===== src/rtl/pipe_stage_reg_if.sv =====
// Bundle port between two pipeline stages: upstream valid/ready/payload in,
// downstream valid/ready/payload out. The slave modport is the stage register's view.
interface pipe_stage_reg_if #(
  parameter int DATA_W   = 32,
  parameter int NUM_DATA = 4,
  parameter int CTRL_W   = 11
);
  logic                       in_valid;
  logic                       in_ready;
  logic [CTRL_W-1:0]          ctrl_in;
  logic [NUM_DATA*DATA_W-1:0] data_in;
  logic                       out_valid;
  logic                       out_ready;
  logic [CTRL_W-1:0]          ctrl_out;
  logic [NUM_DATA*DATA_W-1:0] data_out;

  modport slave (
    input  in_valid, ctrl_in, data_in, out_ready,
    output in_ready, out_valid, ctrl_out, data_out
  );

  modport master (
    output in_valid, ctrl_in, data_in, out_ready,
    input  in_ready, out_valid, ctrl_out, data_out
  );
endinterface


===== src/rtl/pipe_stage_reg.sv =====
// Pipeline stage register: control bundle plus NUM_DATA words, with stall,
// flush-to-bubble and an optional skid entry that makes in_ready registered.
module pipe_stage_reg #(
  parameter int DATA_W   = 32,
  parameter int NUM_DATA = 4,
  parameter int CTRL_W   = 11,
  parameter int SKID     = 1
) (
  input  logic             clk,
  input  logic             rst,
  input  logic             flush,
  pipe_stage_reg_if.slave  bus,
  output logic [1:0]       occupancy,
  output logic [1:0]       state_dbg
);
  localparam int PW = NUM_DATA * DATA_W;

  // Handshake: a bundle moves across a port on a rising edge exactly when
  // valid and ready are both high there; valid never depends on ready.
  typedef enum logic [1:0] {
    S_EMPTY = 2'd0,
    S_MAIN  = 2'd1,
    S_FULL  = 2'd2
  } state_t;

  state_t            state_q, state_d;
  logic [CTRL_W-1:0] head_ctrl, skid_ctrl;
  logic [PW-1:0]     head_data, skid_data;
  logic              in_ready_q;
  logic              in_ready, out_valid;
  logic              in_xfer, out_xfer;
  logic              load_head, load_skid, pop_skid;

  assign out_valid = (state_q != S_EMPTY);
  assign in_ready  = (SKID != 0) ? in_ready_q : (~out_valid | bus.out_ready);
  assign in_xfer   = bus.in_valid & in_ready;
  assign out_xfer  = out_valid & bus.out_ready;

  always_comb begin
    state_d   = state_q;
    load_head = 1'b0;
    load_skid = 1'b0;
    pop_skid  = 1'b0;
    if (flush) begin
      state_d = S_EMPTY;
    end else begin
      case (state_q)
        S_EMPTY: begin
          if (in_xfer) begin
            state_d   = S_MAIN;
            load_head = 1'b1;
          end
        end
        S_MAIN: begin
          if (in_xfer && out_xfer) begin
            load_head = 1'b1;
          end else if (in_xfer) begin
            // Without a skid entry in_xfer already implies out_xfer here.
            if (SKID != 0) begin
              state_d   = S_FULL;
              load_skid = 1'b1;
            end
          end else if (out_xfer) begin
            state_d = S_EMPTY;
          end
        end
        S_FULL: begin
          if (out_xfer) begin
            state_d  = S_MAIN;
            pop_skid = 1'b1;
          end
        end
        default: state_d = S_EMPTY;
      endcase
    end
  end

  always_ff @(posedge clk) begin
    if (rst) begin
      state_q    <= S_EMPTY;
      in_ready_q <= 1'b1;
      head_ctrl  <= '0;
      head_data  <= '0;
      skid_ctrl  <= '0;
      skid_data  <= '0;
    end else begin
      state_q    <= state_d;
      in_ready_q <= (state_d != S_FULL);
      if (load_head) begin
        head_ctrl <= bus.ctrl_in;
        head_data <= bus.data_in;
      end else if (pop_skid) begin
        head_ctrl <= skid_ctrl;
        head_data <= skid_data;
      end
      if (load_skid) begin
        skid_ctrl <= bus.ctrl_in;
        skid_data <= bus.data_in;
      end
    end
  end

  // Bubbles carry zero control so no write enable leaks downstream.
  assign bus.in_ready  = in_ready;
  assign bus.out_valid = out_valid;
  assign bus.ctrl_out  = out_valid ? head_ctrl : '0;
  assign bus.data_out  = head_data;
  assign occupancy     = state_q;
  assign state_dbg     = state_q;
endmodule


===== src/flat_wrapper.sv =====
// flat-port wrapper written by rule: the top's interface ports become plain ports
module pipe_stage_reg_flat 
#(
  parameter int DATA_W   = 32,
  parameter int NUM_DATA = 4,
  parameter int CTRL_W   = 11,
  parameter int SKID     = 1
)
  (clk, rst, flush, occupancy, state_dbg, bus_in_valid, bus_ctrl_in, bus_data_in, bus_out_ready, bus_in_ready, bus_out_valid, bus_ctrl_out, bus_data_out);
  pipe_stage_reg_if #(.DATA_W(DATA_W), .NUM_DATA(NUM_DATA), .CTRL_W(CTRL_W)) bus_i ();
  input  logic clk;
  input  logic rst;
  input  logic flush;
  output logic [1:0] occupancy;
  output logic [1:0] state_dbg;
  input wire logic [$bits(bus_i.in_valid)-1:0] bus_in_valid;
  input wire logic [$bits(bus_i.ctrl_in)-1:0] bus_ctrl_in;
  input wire logic [$bits(bus_i.data_in)-1:0] bus_data_in;
  input wire logic [$bits(bus_i.out_ready)-1:0] bus_out_ready;
  output wire logic [$bits(bus_i.in_ready)-1:0] bus_in_ready;
  output wire logic [$bits(bus_i.out_valid)-1:0] bus_out_valid;
  output wire logic [$bits(bus_i.ctrl_out)-1:0] bus_ctrl_out;
  output wire logic [$bits(bus_i.data_out)-1:0] bus_data_out;
  assign bus_i.in_valid = bus_in_valid;
  assign bus_i.ctrl_in = bus_ctrl_in;
  assign bus_i.data_in = bus_data_in;
  assign bus_i.out_ready = bus_out_ready;
  assign bus_in_ready = bus_i.in_ready;
  assign bus_out_valid = bus_i.out_valid;
  assign bus_ctrl_out = bus_i.ctrl_out;
  assign bus_data_out = bus_i.data_out;
  pipe_stage_reg #(.DATA_W(DATA_W), .NUM_DATA(NUM_DATA), .CTRL_W(CTRL_W), .SKID(SKID)) u_core (.clk(clk), .rst(rst), .flush(flush), .bus(bus_i), .occupancy(occupancy), .state_dbg(state_dbg));
endmodule

===== config.mk =====
export PLATFORM = sky130hd
export DESIGN_NAME = pipe_stage_reg_flat
export DESIGN_NICKNAME = d
export VERILOG_FILES = /design/src/rtl/pipe_stage_reg_if.sv /design/src/rtl/pipe_stage_reg.sv /design/src/flat_wrapper.sv
export SDC_FILE = /design/constraint.sdc
export NUM_CORES = 1
export LEC_CHECK = 0
export ABC_AREA = 1
export BUFFER_PORTS_ARGS = -buffer_cell sky130_fd_sc_hd__buf_2
export CORE_ASPECT_RATIO = 1.5
export CORE_MARGIN = 2
export CORE_UTILIZATION = 40
export DETAILED_ROUTE_END_ITERATION = 8
export GPL_TIMING_DRIVEN = 1
export SLEW_MARGIN = 20
export SYNTH_ARGS = -nofsm -noshare
export SYNTH_HDL_FRONTEND = slang
export SYNTH_SLANG_ARGS = --single-unit

===== constraint.sdc =====
create_clock -name clk -period 2 [get_ports clk]
set_input_delay 0 -clock clk [delete_from_list [all_inputs] [get_ports clk]]
set_output_delay 0 -clock clk [all_outputs]
set_load 0.01 [all_outputs]

### After elaboration in Yosys (flattened, before gate mapping)

Cells that the tools add are included.

* add/sub/neg operators: 0
* multiply operators: 0
* divide/modulo/power cells: 0
* magnitude comparators: 0
* equality and inequality tests: 3
* shift operators: 0
* multiplexer cells: 22
* bitwise gates (word level): 2
* reduce and logical (&&, ||, !) cells: 4

Operator list (count)
* 2-to-1 mux 128 bit: 2
* 2-to-1 mux 11 bit: 3
* 2-to-1 mux 2 bit: 6
* 2-to-1 mux 1 bit: 9
* one-hot mux 2 bit (3 select lines): 1
* nonzero test 2 bit: 2
* AND 1 bit: 2
* == test 2 x 1 -> 1 bit, second input constant: 1
* == test 2 bit, second input constant: 1
* logical NOT 2 bit: 1
* != test 2 bit, second input constant: 1
* one-hot mux 1 bit (2 select lines): 1
* logical AND 1 bit: 1

* flip-flop bits (word level): 281
* bits in latches: 0
* memory bits (writable): 0
* memory bits (read-only): 0
* input port bits: 144
* output and inout bits: 145
* logic and storage cells: 37
* memories: 0

### Longest topological paths before layout

* depth in word-level cells: 8
* gate-level depth with buffers: 9

### Least setup slack after synthesis

Ideal clock, no wire load.

* kind: register to register
* start: register u_core.state_q[0] (netlist: u_core.occupancy[0])
* end: register u_core.head_data[118] (netlist: u_core.bus.data_out[118])
* arrival time: 1465 ps
* slack: 403 ps
* cell stages (with the launch flop): 9
* buffers on the path: 3
* clock period less this slack: 1597 ps
* path through: dfxtp_1 -> buf_2 -> o21ai_1 -> nand2_1 -> buf_2 -> clkbuf_1 -> nand3_1 -> nand2_1 -> a21oi_1

* cells in the longest elaborated chain, start to end: 7
* elaborated cells on any way between the ends: 14
* those cells by class: eq/ne: 2; mux: 7; bitwise: 1; reduce/logical: 4

Ends and longest elaborated chain
* start, declared: RTL line pipe_stage_reg.sv:26 `state_t state_q, state_d;`
* start signal, assigned: RTL line pipe_stage_reg.sv:87 `state_q <= state_d;`
* nonzero test 2 bit: RTL line pipe_stage_reg.sv:34 `assign out_valid = (state_q != S_EMPTY);`
* AND 1 bit: RTL line pipe_stage_reg.sv:37 `assign out_xfer = out_valid & bus.out_ready;`
* logical AND 1 bit: RTL line pipe_stage_reg.sv:55 `if (in_xfer && out_xfer) begin`
* 2-to-1 mux 1 bit: RTL line pipe_stage_reg.sv:55
* one-hot mux 1 bit (2 select lines): RTL line pipe_stage_reg.sv:47 `case (state_q)`
* 2-to-1 mux 1 bit: RTL line pipe_stage_reg.sv:44 `if (flush) begin`
* 2-to-1 mux 128 bit / nonzero test 2 bit (equally long branches)
* end signal, assigned: RTL line pipe_stage_reg.sv:91 `head_data <= bus.data_in;`
* end signal, assigned: RTL line pipe_stage_reg.sv:94 `head_data <= skid_data;`
* end, declared: RTL line pipe_stage_reg.sv:28 `logic [PW-1:0] head_data, skid_data;`

Parallel ways exist; a longest one is shown, timed or not.
A chain may end at the register's enable or synchronous reset.

### Worst setup path in the final report

* start: register u_core.state_q[1] (netlist: u_core.occupancy[1])
* end: register u_core.head_data[125] (netlist: u_core.bus.data_out[125])

Same word-level chain as after synthesis.

==> summary.md <==
| Metric | Value |
|---|---|
| Max-cap violations | 0 |
| Die extent in y | 220 µm |
| WP data arrival | 2.16 ns |
| I/O pins | 289 |
| Placed wire-length estimate | 22.7 mm |
| Cell at the root of the clock tree | clkbuf_16 |
| Slowest cell delay on critical path | 0.38 ns |
| Layout cells sized above 1 | 0.167 |
| First-pass GRT wire length | 62.3 mm |
| Number of DRC violations after detailed-routing iteration 0 | 686 |
| Average size of a mapped cell | 6.64 µm² |
| Post-synth design cell area | 12500 µm² |
| Post-synthesis compound-gate area fraction | 0.113 |
| Number of slew-limit violations in the final report | 0 |
| Setup repair after global routing missed its margin | no |
| Buffers and inverters on the worst path | 1 |
| Power density cells | 774 nW/µm² |
| Library cell contributing the largest single delay on the critical path | dfxtp_2 |
| Cell mode on critical path | nand2_1 |
| Max-slew headroom at the worst pin | 0.511 |
| Synthesis-to-finish area growth | 33.0% |
| Part of the cycle the worst path needs | 0.888 |
| Main combinational cell family by area after synthesis | simple AND/OR/NAND/NOR gates |
| Peak supply drop | 0.000782 V |
| Per-cell routed wire length | 14.8 µm |
| Pin slew with the least headroom to its limit | 0.734 ns |
| Total vias in the final route | 13000 |
| WL final | 39.2 mm |
| Crit-path max FO | 64 |
| Number of buffers inserted to repair setup after CTS | 0 |
| Maximum number of pins on one net before global-route repair | 141 |
| Instance count after placement with tap cells included | 2448 |
| Drt first pass iters | 5 |
| Die ar. | 32600 µm² |
| Final hold vios | 0 |
| Setup_tns | 0 ns |
| R2R depth | 7 |
| Sequential-to-total area share from yosys stat | 0.451 |
| Post-synthesis xor/xnor area fraction | 0 |
| Result of the run | finished clean |
| Pre-CTS setup slack | 0.140 ns |
| Width of the chip | 148 µm |
| Initial antenna violation count | 0 |
| Sink Count | 281 |
| Launching element type of the critical path | register |
| Worst R2R Start | u_core.occupancy[1]$_SDFF_PP0_ |
| PnR worst setup slack | 0.224 ns |
| Final number of setup-violating endpoints | 0 |
| Overflow left after global routing | 0 |
| Port buffer count | 288 |
| Simple-gate share of the synthesized area | 0.331 |
| Critical Path Start | u_core.occupancy[1]$_SDFF_PP0_ |
| Synthesized instance count | 1876 |
| Final estimated routing congestion in global placement | 0.786 |
| # rows | 79 |
| Register-to-Register Setup Slack | 0.22 ns |
| DRC errors left | 0 |
| Number of antenna repair diodes | 0 |
| CTS max path bufs | 3 |
| Required time at the worst-slack endpoint | 2.39 ns |
| TritonCTS clock tree | yes |
| Number of vias per cell | 4.93 |
| Sequence of cells on the critical path | o21ai_1, nand2_4, nand2_8, buf_12, nand2_1, nand2_1, a21oi_1 |
| Vias in the first global route | 12100 |
| Number of levels in the clock H-tree | 1 |
| Maximum operating frequency | 563 MHz |
| Static leakage power | 0.00783 µW |
| DRT antenna net count | 0 |
| Initial cell density of the core | 0.404 |
| Final critical delay including setup and external delays | 1.78 ns |
| Most frequent standard cell in the layout excluding fill and tap cells | nand2_1 |
| Share of cell area taken by muxes after synthesis | 0 |
| Non-filler cells, final | 2638 |
| Commonest non-fill, non-tap cells in the layout | nand2_1, nor2_1, buf_2 |
| Syn nets | 2020 |
| Count of different cell masters after synthesis | 17 |
| Register bit total from synthesis | 281 |
| Dominant delay contributor by cell family on the critical path | simple AND/OR/NAND/NOR gates |
| Total stage count of the critical path | 7 |
| Worst clock skew | 0.0214 ns |
| CTS buffer count | 28 |
| Worst hold path type | in2reg |
| Class of the most critical setup path | reg2reg |
| Type of destination of the critical path | register |
| Clock-pin transition on the worst setup and hold timing paths | 0.06 ns |
| Adder and majority cell fraction of the synthesized area | 0 |
| Critical Path End | u_core.bus.data_out[125]$_SDFFE_PP0P_ |
| Layout Nets | 2360 |
| Area of the placeable core | 30800 µm² |
| Aggregate global-route resource usage | 0.232 |
| Synth Warn # | 0 |
| Core occupancy in the finished layout | 0.538 |
| Worst r2r dst | u_core.bus.data_out[125]$_SDFFE_PP0P_ |
| Clock latency on the worst-skew pair | 0.55 ns |
registers in the layout, summed over array words and instances (netlist names):
| name | count |
|---|---|
| u_core.occupancy | 2 |
| u_core.bus.in_ready | 1 |
| u_core.skid_data | 128 |
| u_core.skid_ctrl | 11 |
| u_core.bus.data_out | 128 |
| u_core.head_ctrl | 11 |
worst min-delay path by stage:
stage                     from                                end  depth (start not counted)
2_1_floorplan   bus_ctrl_in[0]   u_core.skid_ctrl[0]$_SDFFE_PP0P_                          2
3_3_place_gp   bus_data_in[35]  u_core.skid_data[35]$_SDFFE_PP0P_                          3
3_5_place_dp   bus_data_in[35]  u_core.skid_data[35]$_SDFFE_PP0P_                          3
4_1_cts        bus_data_in[61]  u_core.skid_data[61]$_SDFFE_PP0P_                          4
5_1_grt        bus_data_in[45]  u_core.skid_data[45]$_SDFFE_PP0P_                          4
6_report       bus_data_in[40]  u_core.skid_data[40]$_SDFFE_PP0P_                          4
cell type report:
class | instances | area, µm²
clock buffers | 40 | 817
clock inverters | 7 | 43.8
fillers | 3036 | 14300
inverters | 159 | 603
multi-input cells | 1281 | 5580
flip-flops and latches | 281 | 5630
well taps | 405 | 507
repair buffers | 465 | 3410
cell usage after synthesis:
master	count	area share
nand3_2	1	0.00080
nand2_2	1	0.00050
buf_4	14	0.0084
clkbuf_1	79	0.024
nor2_1	291	0.088
nand3_1	279	0.11
nand2_1	423	0.13
dfxtp_1	281	0.45
o21ai_1	1	0.00040
inv_1	158	0.048
nor3_2	2	0.0016
a21oi_1	140	0.056
inv_2	1	0.00030
nand4_1	2	0.0010
buf_2	57	0.023
o21ai_0	141	0.057
buf_1	5	0.0015
repair_timing:
action / 4_1_cts / 5_1_grt
hold endpoints to repair: 281 / 0
setup endpoints to repair: 0 / 1
hold buffers: 143 / 0
resized for setup: 0 / 1
kinds of logic (layout without fill, tap and decap cells):
family | count (synthesis) | after routing
compound gates | 282 | 282
simple gates | 999 | 999
buf+inv | 314 | 671
flops | 281 | 281
power breakdown:
group	total, µW	switching [µW]	internal [µW]
clock	5040	2220	2820
sequential	6010	149	5860
combinational	1790	999	787
total	12800	3370	9470
through the flow:
| stage | hold WS, ns | area [µm²] | total power [µW] |
|---|---|---|---|
| after floorplan | 0.167 | 12500 | 7020 |
| after global placement | 0.266 | 14300 | 7680 |
| after detailed placement | 0.274 | 14300 | 7700 |
| after CTS | 0.221 | 16600 | 13000 |
| after global routing | 0.269 | 16600 | 13400 |
| final | 0.248 | 16600 | 12800 |
routing by layer:
layer | track usage | share of wire | vias to the layer above
met5 | 0 | 0 | -
met4 | 0.0867 | 0.034 | 0
met3 | 0.0309 | 0.057 | 74
met2 | 0.423 | 0.50 | 372
met1 | 0.278 | 0.41 | 5956
li1 | - | - | 6610
worst register-to-register path, cell delays in order (launching register included):
cell	delay [ns]
dfxtp_2	0.38
o21ai_1	0.30
nand2_4	0.16
nand2_8	0.21
buf_12	0.31
nand2_1	0.14
nand2_1	0.07
a21oi_1	0.06
No activity file was read; power rests on OpenSTA's default activity.
